File: src/rtl/im_lut_loader.sv
// Boot-time fill engine for the immediate lookup table used by LOAD_IMM.
// It takes DATA_PATH_WIDTH-bit words over a valid/ready stream and writes them
// to LUT indices 0..LUT_SIZE-1 in order, one cycle after each accepted word.
// Optional feature macro: IM_LUT_LOADER_CHECKSUM_EN. When it is defined, one
// extra stream word after the last entry is compared against the modular sum
// of all entries. A mismatch raises o_err.
module im_lut_loader #(
  parameter int unsigned DATA_PATH_WIDTH = 8,
  parameter int unsigned LUT_SIZE        = 32
) (
  input  logic                       clk,
  input  logic                       rst_n,
  input  logic                       i_start,
  input  logic                       i_in_valid,
  input  logic [DATA_PATH_WIDTH-1:0] i_in_data,
  output logic                       o_in_ready,
  output logic                       o_lut_wr_en,
  output logic [4:0]                 o_lut_wr_addr,
  output logic [DATA_PATH_WIDTH-1:0] o_lut_wr_data,
  output logic                       o_busy,
  output logic                       o_done,
  output logic                       o_err
);

  localparam logic [4:0] LastIdx = 5'(LUT_SIZE - 1);

`ifdef IM_LUT_LOADER_CHECKSUM_EN
  typedef enum logic [1:0] {StIdle, StLoad, StCheck, StDone} state_e;
`else
  typedef enum logic [1:0] {StIdle, StLoad, StDone} state_e;
`endif

  state_e                     r_state, w_state_nxt;
  logic [4:0]                 r_count, w_count_nxt;
  logic                       r_wr_en, w_wr_en_nxt;
  logic [4:0]                 r_wr_addr, w_wr_addr_nxt;
  logic [DATA_PATH_WIDTH-1:0] r_wr_data, w_wr_data_nxt;
  logic                       w_hs;
`ifdef IM_LUT_LOADER_CHECKSUM_EN
  logic                       r_err, w_err_nxt;
  logic [DATA_PATH_WIDTH-1:0] r_sum, w_sum_nxt;
`endif

  // Ready is purely a function of state so upstream sees it without a bubble.
`ifdef IM_LUT_LOADER_CHECKSUM_EN
  assign o_in_ready = (r_state == StLoad) || (r_state == StCheck);
`else
  assign o_in_ready = (r_state == StLoad);
`endif
  assign w_hs = i_in_valid & o_in_ready;

  // State register and registered write port; synchronous active-low reset.
  always_ff @(posedge clk) begin
    if (!rst_n) begin
      r_state   <= StIdle;
      r_count   <= '0;
      r_wr_en   <= 1'b0;
      r_wr_addr <= '0;
      r_wr_data <= '0;
`ifdef IM_LUT_LOADER_CHECKSUM_EN
      r_err     <= 1'b0;
      r_sum     <= '0;
`endif
    end else begin
      r_state   <= w_state_nxt;
      r_count   <= w_count_nxt;
      r_wr_en   <= w_wr_en_nxt;
      r_wr_addr <= w_wr_addr_nxt;
      r_wr_data <= w_wr_data_nxt;
`ifdef IM_LUT_LOADER_CHECKSUM_EN
      r_err     <= w_err_nxt;
      r_sum     <= w_sum_nxt;
`endif
    end
  end

  // Next-state, datapath updates and state-decoded status outputs.
  always_comb begin
    w_state_nxt   = r_state;
    w_count_nxt   = r_count;
    w_wr_en_nxt   = 1'b0;
    w_wr_addr_nxt = r_wr_addr;
    w_wr_data_nxt = r_wr_data;
`ifdef IM_LUT_LOADER_CHECKSUM_EN
    w_err_nxt     = r_err;
    w_sum_nxt     = r_sum;
`endif
    o_busy        = 1'b0;
    o_done        = 1'b0;
    case (r_state)
      StIdle, StDone: begin
        o_done = (r_state == StDone);
        if (i_start) begin
          w_state_nxt = StLoad;
          w_count_nxt = '0;
`ifdef IM_LUT_LOADER_CHECKSUM_EN
          w_err_nxt   = 1'b0;
          w_sum_nxt   = '0;
`endif
        end
      end
      StLoad: begin
        o_busy = 1'b1;
        if (w_hs) begin
          w_wr_en_nxt   = 1'b1;
          w_wr_addr_nxt = r_count;
          w_wr_data_nxt = i_in_data;
`ifdef IM_LUT_LOADER_CHECKSUM_EN
          w_sum_nxt     = r_sum + i_in_data;
`endif
          // Count holds at the last index so it never wraps inside a fill.
          if (r_count == LastIdx) begin
`ifdef IM_LUT_LOADER_CHECKSUM_EN
            w_state_nxt = StCheck;
`else
            w_state_nxt = StDone;
`endif
          end else begin
            w_count_nxt = r_count + 5'd1;
          end
        end
      end
`ifdef IM_LUT_LOADER_CHECKSUM_EN
      StCheck: begin
        o_busy = 1'b1;
        // The checksum word is consumed but never written to the table.
        if (w_hs) begin
          w_err_nxt   = (i_in_data != r_sum);
          w_state_nxt = StDone;
        end
      end
`endif
      default: w_state_nxt = StIdle;
    endcase
  end

  assign o_lut_wr_en   = r_wr_en;
  assign o_lut_wr_addr = r_wr_addr;
  assign o_lut_wr_data = r_wr_data;
`ifdef IM_LUT_LOADER_CHECKSUM_EN
  assign o_err = r_err;
`else
  assign o_err = 1'b0;
`endif

endmodule

File: config.mk
export PLATFORM = sky130hd
export DESIGN_NAME = im_lut_loader
export DESIGN_NICKNAME = d
export VERILOG_FILES = /design/src/rtl/im_lut_loader.sv
export SDC_FILE = /design/constraint.sdc
export NUM_CORES = 1
export LEC_CHECK = 0
export CORE_UTILIZATION = 50
export DETAILED_ROUTE_END_ITERATION = 10
export DONT_BUFFER_PORTS = 1
export GPL_TIMING_DRIVEN = 0
export PLACE_DENSITY = 0.67
export SYNTH_ARGS = -nofsm -noshare
export SYNTH_HDL_FRONTEND = slang
export SYNTH_SLANG_ARGS = --single-unit
File: constraint.sdc
create_clock -name clk -period 2.5 [get_ports clk]
set_clock_uncertainty 0.2 [all_clocks]
set_input_delay 0.25 -clock clk [delete_from_list [all_inputs] [get_ports clk]]
set_output_delay 0.25 -clock clk [all_outputs]
set_load 0.005 [all_outputs]
# Yosys cells after proc, flatten, opt, wreduce, memory -nomap -nowiden
# Index checks and enable logic that the tools add are counted.
[op_classes]
n_addsub = 1
multipliers = 0
div_mod_pow = 0
n_lt_le_gt_ge = 0
n_eq_ne = 7
n_shift = 0
muxes = 11
n_bitwise = 1
reduce_logical = 7
[op_table]
columns = ["operator", "n"]
rows = [
  ["5-bit two-way mux", 3],
  ["5-bit case mux with 2 select lines", 1],
  ["2-bit two-way mux", 3],
  ["5-bit by 1-bit adder with 5-bit output (second input constant)", 1],
  ["5-bit equality test (second input constant)", 1],
  ["2-bit by 1-bit inequality test with 1-bit output (second input constant)", 2],
  ["2-bit inequality test (second input constant)", 2],
  ["2-bit case mux with 2 select lines", 1],
  ["2-bit AND reduction", 2],
  ["4-bit AND reduction", 1],
  ["1-bit two-way mux", 3],
  ["3-bit AND reduction", 1],
  ["2-bit by 1-bit equality test with 1-bit output (second input constant)", 1],
  ["2-bit equality test (second input constant)", 1],
  ["2-bit logical NOT", 1],
  ["2-bit nonzero test", 1],
  ["2-bit OR reduction", 1],
  ["1-bit bitwise AND", 1],
]
[totals]
register_bits = 21
latch_bits = 0
ram_bits = 0
romBits = 0
inputBits = 12
output_inout_bits = 18
elab_cells = 32
n_memories = 0

# Longest topological paths before layout
# Gate-level depths: netlist of run 1.
[depth]
word_depth = 4
mapped_depth = 6
depth_no_buf = 6

# Least setup slack after synthesis of run 1
# Ideal clock, no wire load.
[synth_path]
kind = "flip-flop to flip-flop"
from = "register r_count[0]"
to = "register r_count[3]"
setup_time_ns = 0.091
t_arrival_ns = 1.593
required_ns = 2.209
setup_slack_ns = 0.616
path_stages_with_launch = 7
path_buffers = 0
synth_period_minus_slack_ns = 1.884
path_cell_list = "dfxtp_1 -> ha_1 -> and3_1 -> ha_1 -> and4bb_4 -> a41oi_1 -> a311oi_1"
[synth_between]
elab_chain_len = 4
word_cells_on_any_way = 7
cone_classes = "add/sub (1); eq/ne (2); mux (3); reduce/logical (1)"
[synth_lines]
columns = ["item", "line_no", "rtl"]
rows = [
  ["start: declaration", "34", "logic [4:0] r_count, w_count_nxt;"],
  ["start signal: assignment", "66", "r_count <= w_count_nxt;"],
  ["5-bit by 1-bit adder with 5-bit output", "119", "w_count_nxt = r_count + 5'd1;"],
  ["5-bit two-way mux", "112", "if (r_count == LastIdx) begin"],
  ["5-bit two-way mux", "104", "if (w_hs) begin"],
  ["5-bit case mux with 2 select lines", "90", "case (r_state)"],
]
# Parallel ways exist; a longest one is shown, timed or not. The select of a mux whose other input is x is not followed.
# A chain may end at the register's enable or synchronous reset.

# Worst setup path in the final report of run 1
[layout_path]
from = "register r_count[0]"
to = "register r_state[0]"
[layout_between]
elab_chain_len = 3
[layout_lines]
columns = ["item", "line_no", "rtl"]
rows = [
  ["5-bit equality test", "112", ""],
  ["2-bit by 1-bit inequality test with 1-bit output (no source line)", "-", ""],
  ["3-bit AND reduction (no source line)", "-", ""],
  ["end signal: assignment", "55", "r_state <= StIdle;"],
  ["end signal: assignment", "65", "r_state <= w_state_nxt;"],
  ["end: declaration", "33", "state_e r_state, w_state_nxt;"],
]
# No other way between the ends.

==> results.toml, run 1 <==
[worst_setup_path]
worst_path_max_delay_cell = "dlygate4sd3_1"
r2r-end = "r_state[0]$_SDFFE_PN0P_"
reg2regPathDepth = 6
critPathMaxFanout = 6
startpoint_type = "register"
critical_path_class = "register to register"
worstPathRequired_ns = 2.55
cp_top_family = "compound AO/OA/AOI/OAI gates"
worst-path-buf-inv = 1
slowest_delay_ns = 0.53
worstPathArrival_ns = 2.37
timing.critical_path.mode_cell = "ha_1"
r2r_slack_ns = 0.18
critical_path.endpoint_type = "register"
crit-reg2reg-launch = "r_count[0]$_SDFFE_PN0P_"
path_cells = "ha_1, and3_1, ha_1, o21ai_0, o21a_1, dlygate4sd3_1"

[sta]
setup_slack_ns = 0.176
grt_setup_unrepaired = "no"
period_share_pct = 93.0
period_minus_slack_ns = 2.32
hold_viol = 0
timing.fmax_mhz = 430
drv_slew = 0
setup_viol = 0
fin_tns_setup_ns = 0

[floorplanning]
coreArea_um2 = 1560
io_pins = 30
die_w_um = 43.5
die_h_um = 43.5
rows = 14
initial_core_util_pct = 55.1
dieArea_um2 = 1890

[global_route]
overflow = 0
antenna_found_initial = 0
grt_pass1_wl_um = 2880
grt_use_total_pct = 20.6
grt_pass1_vias = 686
grt_max_degree = 12

[synth]
syn_inst = 101
synth_nets = 115
yosys_most_used_dff = "dfxtp_1"
ys_ff_latch = 21
netlist-cell-type-count = 24
async_flop_share_pct = 0
syn_area_per_cell_um2 = 8.51
ys_top_cells_by_count = "27 x nand2_1, 21 x dfxtp_1, 17 x a21oi_1"
synth-seq-area-share_pct = 48.9
ys.warnings.count = 0
synth_area_um2 = 860
synth_top_cell_by_area = "dfxtp_1"
synth_edf_count = 0
synth.top_cells.by_area = "dfxtp_1 49%, nand2_1 12%, a21oi_1 9.9%"
synth_top_area_share_pct = 48.9
yosysMostFrequentCell = "nand2_1"

[power]
leakage_nw = 0.382
switching_power_mw = 0.130
seqPwrFrac_pct = 62.1
cellPowerDensity_nw_per_um2 = 556
p_int_mw = 0.435
total_power_mw = 0.565
swShare_pct = 22.9
pwr-share-comb_pct = 10.8
peakVddDrop_uv = 433
p_clk_share_pct = 27.1

[flow_run]
maxCapViolCount = 0

[clock_tree]
cts-root-buf = "clkbuf_4"
cts_tree = "done"
cts_buffers = 3
clockBufferDepth = 2
cts_max_level = 1
ctsResizeCount = 0
worstSkewPairLatency_ns = 0.29
cts.sinks = 21
path_clk_slew_ns = 0.11

[place]
place.gp.congestion = 0.749
port_buffers = 0
place_ws_ns = 0.488
dpl_cell_area_um2 = 880
hpwl_um = 1070

[worst_hold_path]
min_path_cells = 3
hp-class = "input pin to register"
hp-start = "i_start"
hold_end = "r_count[4]$_SDFFE_PN0P_"

[route]
routedWlPerCell_um = 12.7
antenna_left = 0
met3WireLength_um = 120
first_pass_iters = 8
wl_met1_um = 747
drc = 4
viasPerCell = 5.48
vias = 723
first_iter_violations = 24
routed-wl-met2_um = 788
top_layer = "met4"
routed_wl_um = 1670

[run_status]
violations = "design-rule violations"
run_status = "finished with violations"

[cells_and_area]
fill_cells = 135
drive_above_1_share_pct = 7.76
final_nets = 131
synthToLayoutAreaGrowth_pct = 18.2
final_area_um2 = 1020
antenna_cells = 0
## tightest hold or removal path, stage by stage
cell      delay [ns]
nand2b_1        0.09
nand3b_1        0.10
a21oi_1         0.05
## stage by stage
step	std cells	utilization, %	hold WS [ns]
2_1_floorplan	101	-	0.168
3_3_place_gp	117	56.4	0.170
3_5_place_dp	117	56.4	0.173
4_1_cts	132	65.2	0.0294
5_1_grt	132	65.2	0.0438
6_report	132	65.2	0.0377
## flip-flops by register name, indices dropped and copies added (netlist names)
| name | count |
|---|---|
| o_lut_wr_en | 1 |
| r_state | 2 |
| r_count | 5 |
| o_lut_wr_data | 8 |
| o_lut_wr_addr | 5 |
## metal layers
layer	global-route usage, %	up-vias
li1	-	369
met1	25.7	323
met2	33.6	27
met3	7.50	4
met4	5.63	0
met5	0	-
## cells in the final DEF, fill, tap and decap left out
cell and n:
a41oi_1 1, nand4b_1 2, nand3b_1 4, nor2b_1 2
inv_1 2, nand2_1 27, and2b_1 1, a22oi_1 1
dlygate4sd3_1 11, nand3_1 1, buf_2 2, and4bb_4 1
and3b_1 1, nand2b_1 3, a21oi_1 17, clkbuf_1 3
nor2_1 2, and3_1 1, dfxtp_1 21, conb_1 1
o21a_1 1, ha_1 2, o21ai_0 1, a311oi_1 2
buf_4 3, clkbuf_4 3
## cell families after synthesis
kind of cell / synth area share (%)
simple gates: 26.9
compound gates: 15.3
flops: 48.9
buf+inv: 5.53
fa+ha+maj: 2.91
other cells: 0.436
## worst max-delay path by stage
stage | cells after the start | start | slack, ns | endpoint
finish | 6 | r_count[0]$_SDFFE_PN0P_ | 0.18 | r_state[0]$_SDFFE_PN0P_
floorplan | 6 | r_count[0]$_SDFFE_PN0P_ | 0.62 | r_count[3]$_SDFFE_PN0P_
global route | 6 | r_count[0]$_SDFFE_PN0P_ | 0.03 | r_state[0]$_SDFFE_PN0P_
CTS | 6 | r_count[0]$_SDFFE_PN0P_ | 0.18 | r_state[0]$_SDFFE_PN0P_
detailed placement | 6 | r_count[0]$_SDFFE_PN0P_ | 0.49 | r_count[3]$_SDFFE_PN0P_
global placement | 6 | r_count[0]$_SDFFE_PN0P_ | 0.49 | r_count[3]$_SDFFE_PN0P_
## power by group through the flow
stage | sequential, mW | combinational [mW] | clock, mW
after detailed placement | 0.359 | 0.0460 | 0
after CTS | 0.351 | 0.0606 | 0.159
after floorplan | 0.357 | 0.0372 | 0
final | 0.351 | 0.0608 | 0.153
after global routing | 0.352 | 0.0688 | 0.177
after global placement | 0.359 | 0.0455 | 0
## cell type report
type / instances / area [um2] / share of cell area [%]
sequential: 21 / 420 / 41.4
multi-input combinational: 71 / 392 / 38.5
timing repair buffer: 11 / 110 / 10.8
buffer: 7 / 40.0 / 3.94
clock buffer: 4 / 26.3 / 2.59
tap: 16 / 20.0 / 1.97
inverter: 2 / 7.51 / 0.739
## repair_timing
| item | in CTS | in global routing |
|---|---|---|
| setup buffers | 0 | 0 |
| endpoints found under the hold margin | 10 | 0 |
| hold buffers | 11 | 0 |
Note: power is estimated with default switching activity, not from simulation.
==> run 2: changes to the inputs <==
--- a/config.mk
+++ b/config.mk
@@ -5,11 +5,14 @@
 export SDC_FILE = /design/constraint.sdc
 export NUM_CORES = 1
 export LEC_CHECK = 0
-export CORE_UTILIZATION = 50
+export CELL_PAD_IN_SITES_DETAIL_PLACEMENT = 1
+export CELL_PAD_IN_SITES_GLOBAL_PLACEMENT = 2
+export CORE_UTILIZATION = 33
 export DETAILED_ROUTE_END_ITERATION = 10
 export DONT_BUFFER_PORTS = 1
 export GPL_TIMING_DRIVEN = 0
-export PLACE_DENSITY = 0.67
+export PLACE_DENSITY = 0.76
+export SLEW_MARGIN = 20
 export SYNTH_ARGS = -nofsm -noshare
 export SYNTH_HDL_FRONTEND = slang
 export SYNTH_SLANG_ARGS = --single-unit
==> run 2 against run 1 <==
The flow now finishes without violations. Power increased by 2.0%. Clock-buffer cell count decreased by 1. Register-to-register slack about the same. Maximum frequency decreased by 0.24%. Hold slack improved by 0.0018 ns. Sequential share of layout area decreased by 0.75 points. Via count decreased by 0.97%. Combinational power increased by 2%. Sequential cell count unchanged. Die area increased by 49%. First-iteration DRC count decreased by 63%. Global-route usage decreased by 4.2 points. Largest power group unchanged.
==> results.toml, run 2 (synthesized netlist as in run 1, its figures left out) <==
[clock_tree]
cts_max_level = 1
ctsResizeCount = 0
cts.sinks = 21
worstSkewPairLatency_ns = 0.30
cts_buffers = 3
cts-root-buf = "clkbuf_4"
cts_tree = "done"
path_clk_slew_ns = 0.12
clockBufferDepth = 2

[route]
wl_met1_um = 988
first_pass_iters = 4
viasPerCell = 4.90
routed_wl_um = 2030
first_iter_violations = 9
met3WireLength_um = 65
antenna_left = 0
vias = 716
routedWlPerCell_um = 13.9
top_layer = "met4"
routed-wl-met2_um = 959
drc = 0

[power]
peakVddDrop_uv = 250
cellPowerDensity_nw_per_um2 = 557
p_clk_share_pct = 28.2
seqPwrFrac_pct = 61.0
pwr-share-comb_pct = 10.8
p_int_mw = 0.433
switching_power_mw = 0.143
total_power_mw = 0.576
leakage_nw = 0.385
swShare_pct = 24.8

[cells_and_area]
layout_common_cells = "27 x nand2_1, 21 x dfxtp_1, 17 x a21oi_1"
final_nets = 131
drive_above_1_share_pct = 8.62
layout_commonest_cell = "nand2_1"
antenna_cells = 0
final_area_um2 = 1030
largest_reg_flops = 8
synthToLayoutAreaGrowth_pct = 20.4

[worst_setup_path]
slowest_delay_ns = 0.53
cp_top_family = "buffers and inverters"
startpoint_type = "register"
path_cells = "ha_1, and3_1, ha_1, o21ai_0, o21a_1, dlygate4sd3_1"
worstPathArrival_ns = 2.38
critical_path.endpoint_type = "register"
timing.critical_path.mode_cell = "ha_1"
critical_path_class = "register to register"
critPathMaxFanout = 6
worstPathRequired_ns = 2.55
worst_path_max_delay_cell = "dlygate4sd3_1"
worst-path-buf-inv = 1

[floorplanning]
die_h_um = 53.0
io_pins = 30
die_w_um = 53.0
initial_core_util_pct = 34.7
dieArea_um2 = 2810
coreArea_um2 = 2480
rows = 18

[sta]
period_minus_slack_ns = 2.33
period_share_pct = 93.2
grt_setup_unrepaired = "no"
hold_viol = 0
timing.fmax_mhz = 429
drv_slew = 0
setup_viol = 0
fin_tns_setup_ns = 0

[global_route]
overflow = 0
antenna_found_initial = 0
grt_use_total_pct = 16.4
grt_pass1_wl_um = 3260
grt_max_degree = 13
grt_pass1_vias = 713

[place]
port_buffers = 0
place.gp.congestion = 0.708
dpl_cell_area_um2 = 897
hpwl_um = 1370

[worst_hold_path]
hp-class = "input pin to register"

[run_status]
run_status = "finished clean"

[flow_run]
maxCapViolCount = 0
## run 2: changes by cell type in the layout (fill, tap and decap cells not counted), sizes merged
cell,delta
clkinv,+1
clkbuf,-1
## run 2: layer usage
metal | track usage [%] | vias up
met5 | 0 | -
met4 | 8.33 | 0
met3 | 2.87 | 2
met2 | 24.5 | 12
met1 | 22.3 | 333
li1 | - | 369
## run 2: power by group through the flow
stage / clock network (mW) / logic (mW) / registers (mW)
after floorplan: 0 / 0.0372 / 0.357
after global routing: 0.184 / 0.0700 / 0.354
after CTS: 0.172 / 0.0626 / 0.352
after global placement: 0 / 0.0463 / 0.359
after detailed placement: 0 / 0.0477 / 0.359
final: 0.163 / 0.0621 / 0.351
## run 2: per-stage QoR
step / hold WS (ns) / util [%] / setup WS [ns] / cells
2_1_floorplan: 0.168 / - / 0.616 / 101
3_3_place_gp: 0.170 / 36.2 / 0.466 / 131
3_5_place_dp: 0.181 / 36.2 / 0.382 / 131
4_1_cts: 0.0214 / 41.8 / 0.147 / 146
5_1_grt: 0.0318 / 41.8 / 0.0646 / 146
6_report: 0.0394 / 41.8 / 0.170 / 146
## run 2: final cells by class
class                      count  area, um2
clock buffer                   3       22.5
inverter                       2       7.51
sequential                    21        420
clock inverter                 1       5.00
buffer                         7       40.0
timing repair buffer          11        110
multi-input combinational     71        392
tap                           30       37.5
fill                         301       1440
## run 2: worst min-delay path: cells and delay by family
kind             cells  cell delay (ns)
AO/OA/AOI/OAI        1             0.05
AND/OR/NAND/NOR      2             0.21
## run 2: path summary, 6_finish.rpt
kind,from,to,slack [ns],cells past startpoint
max reg2reg,r_count[0]$_SDFFE_PN0P_,r_state[0]$_SDFFE_PN0P_,0.17,6
min,i_start,r_count[4]$_SDFFE_PN0P_,0.04,3
max,r_count[0]$_SDFFE_PN0P_,r_state[0]$_SDFFE_PN0P_,0.17,6
min reg2reg,o_lut_wr_data[7]$_SDFFE_PN0P_,o_lut_wr_data[7]$_SDFFE_PN0P_,0.28,2
## run 2: timing repair
item,CTS,global route
setup buffers,0,0
endpoints found under the hold margin,10,0
hold buffers,11,0
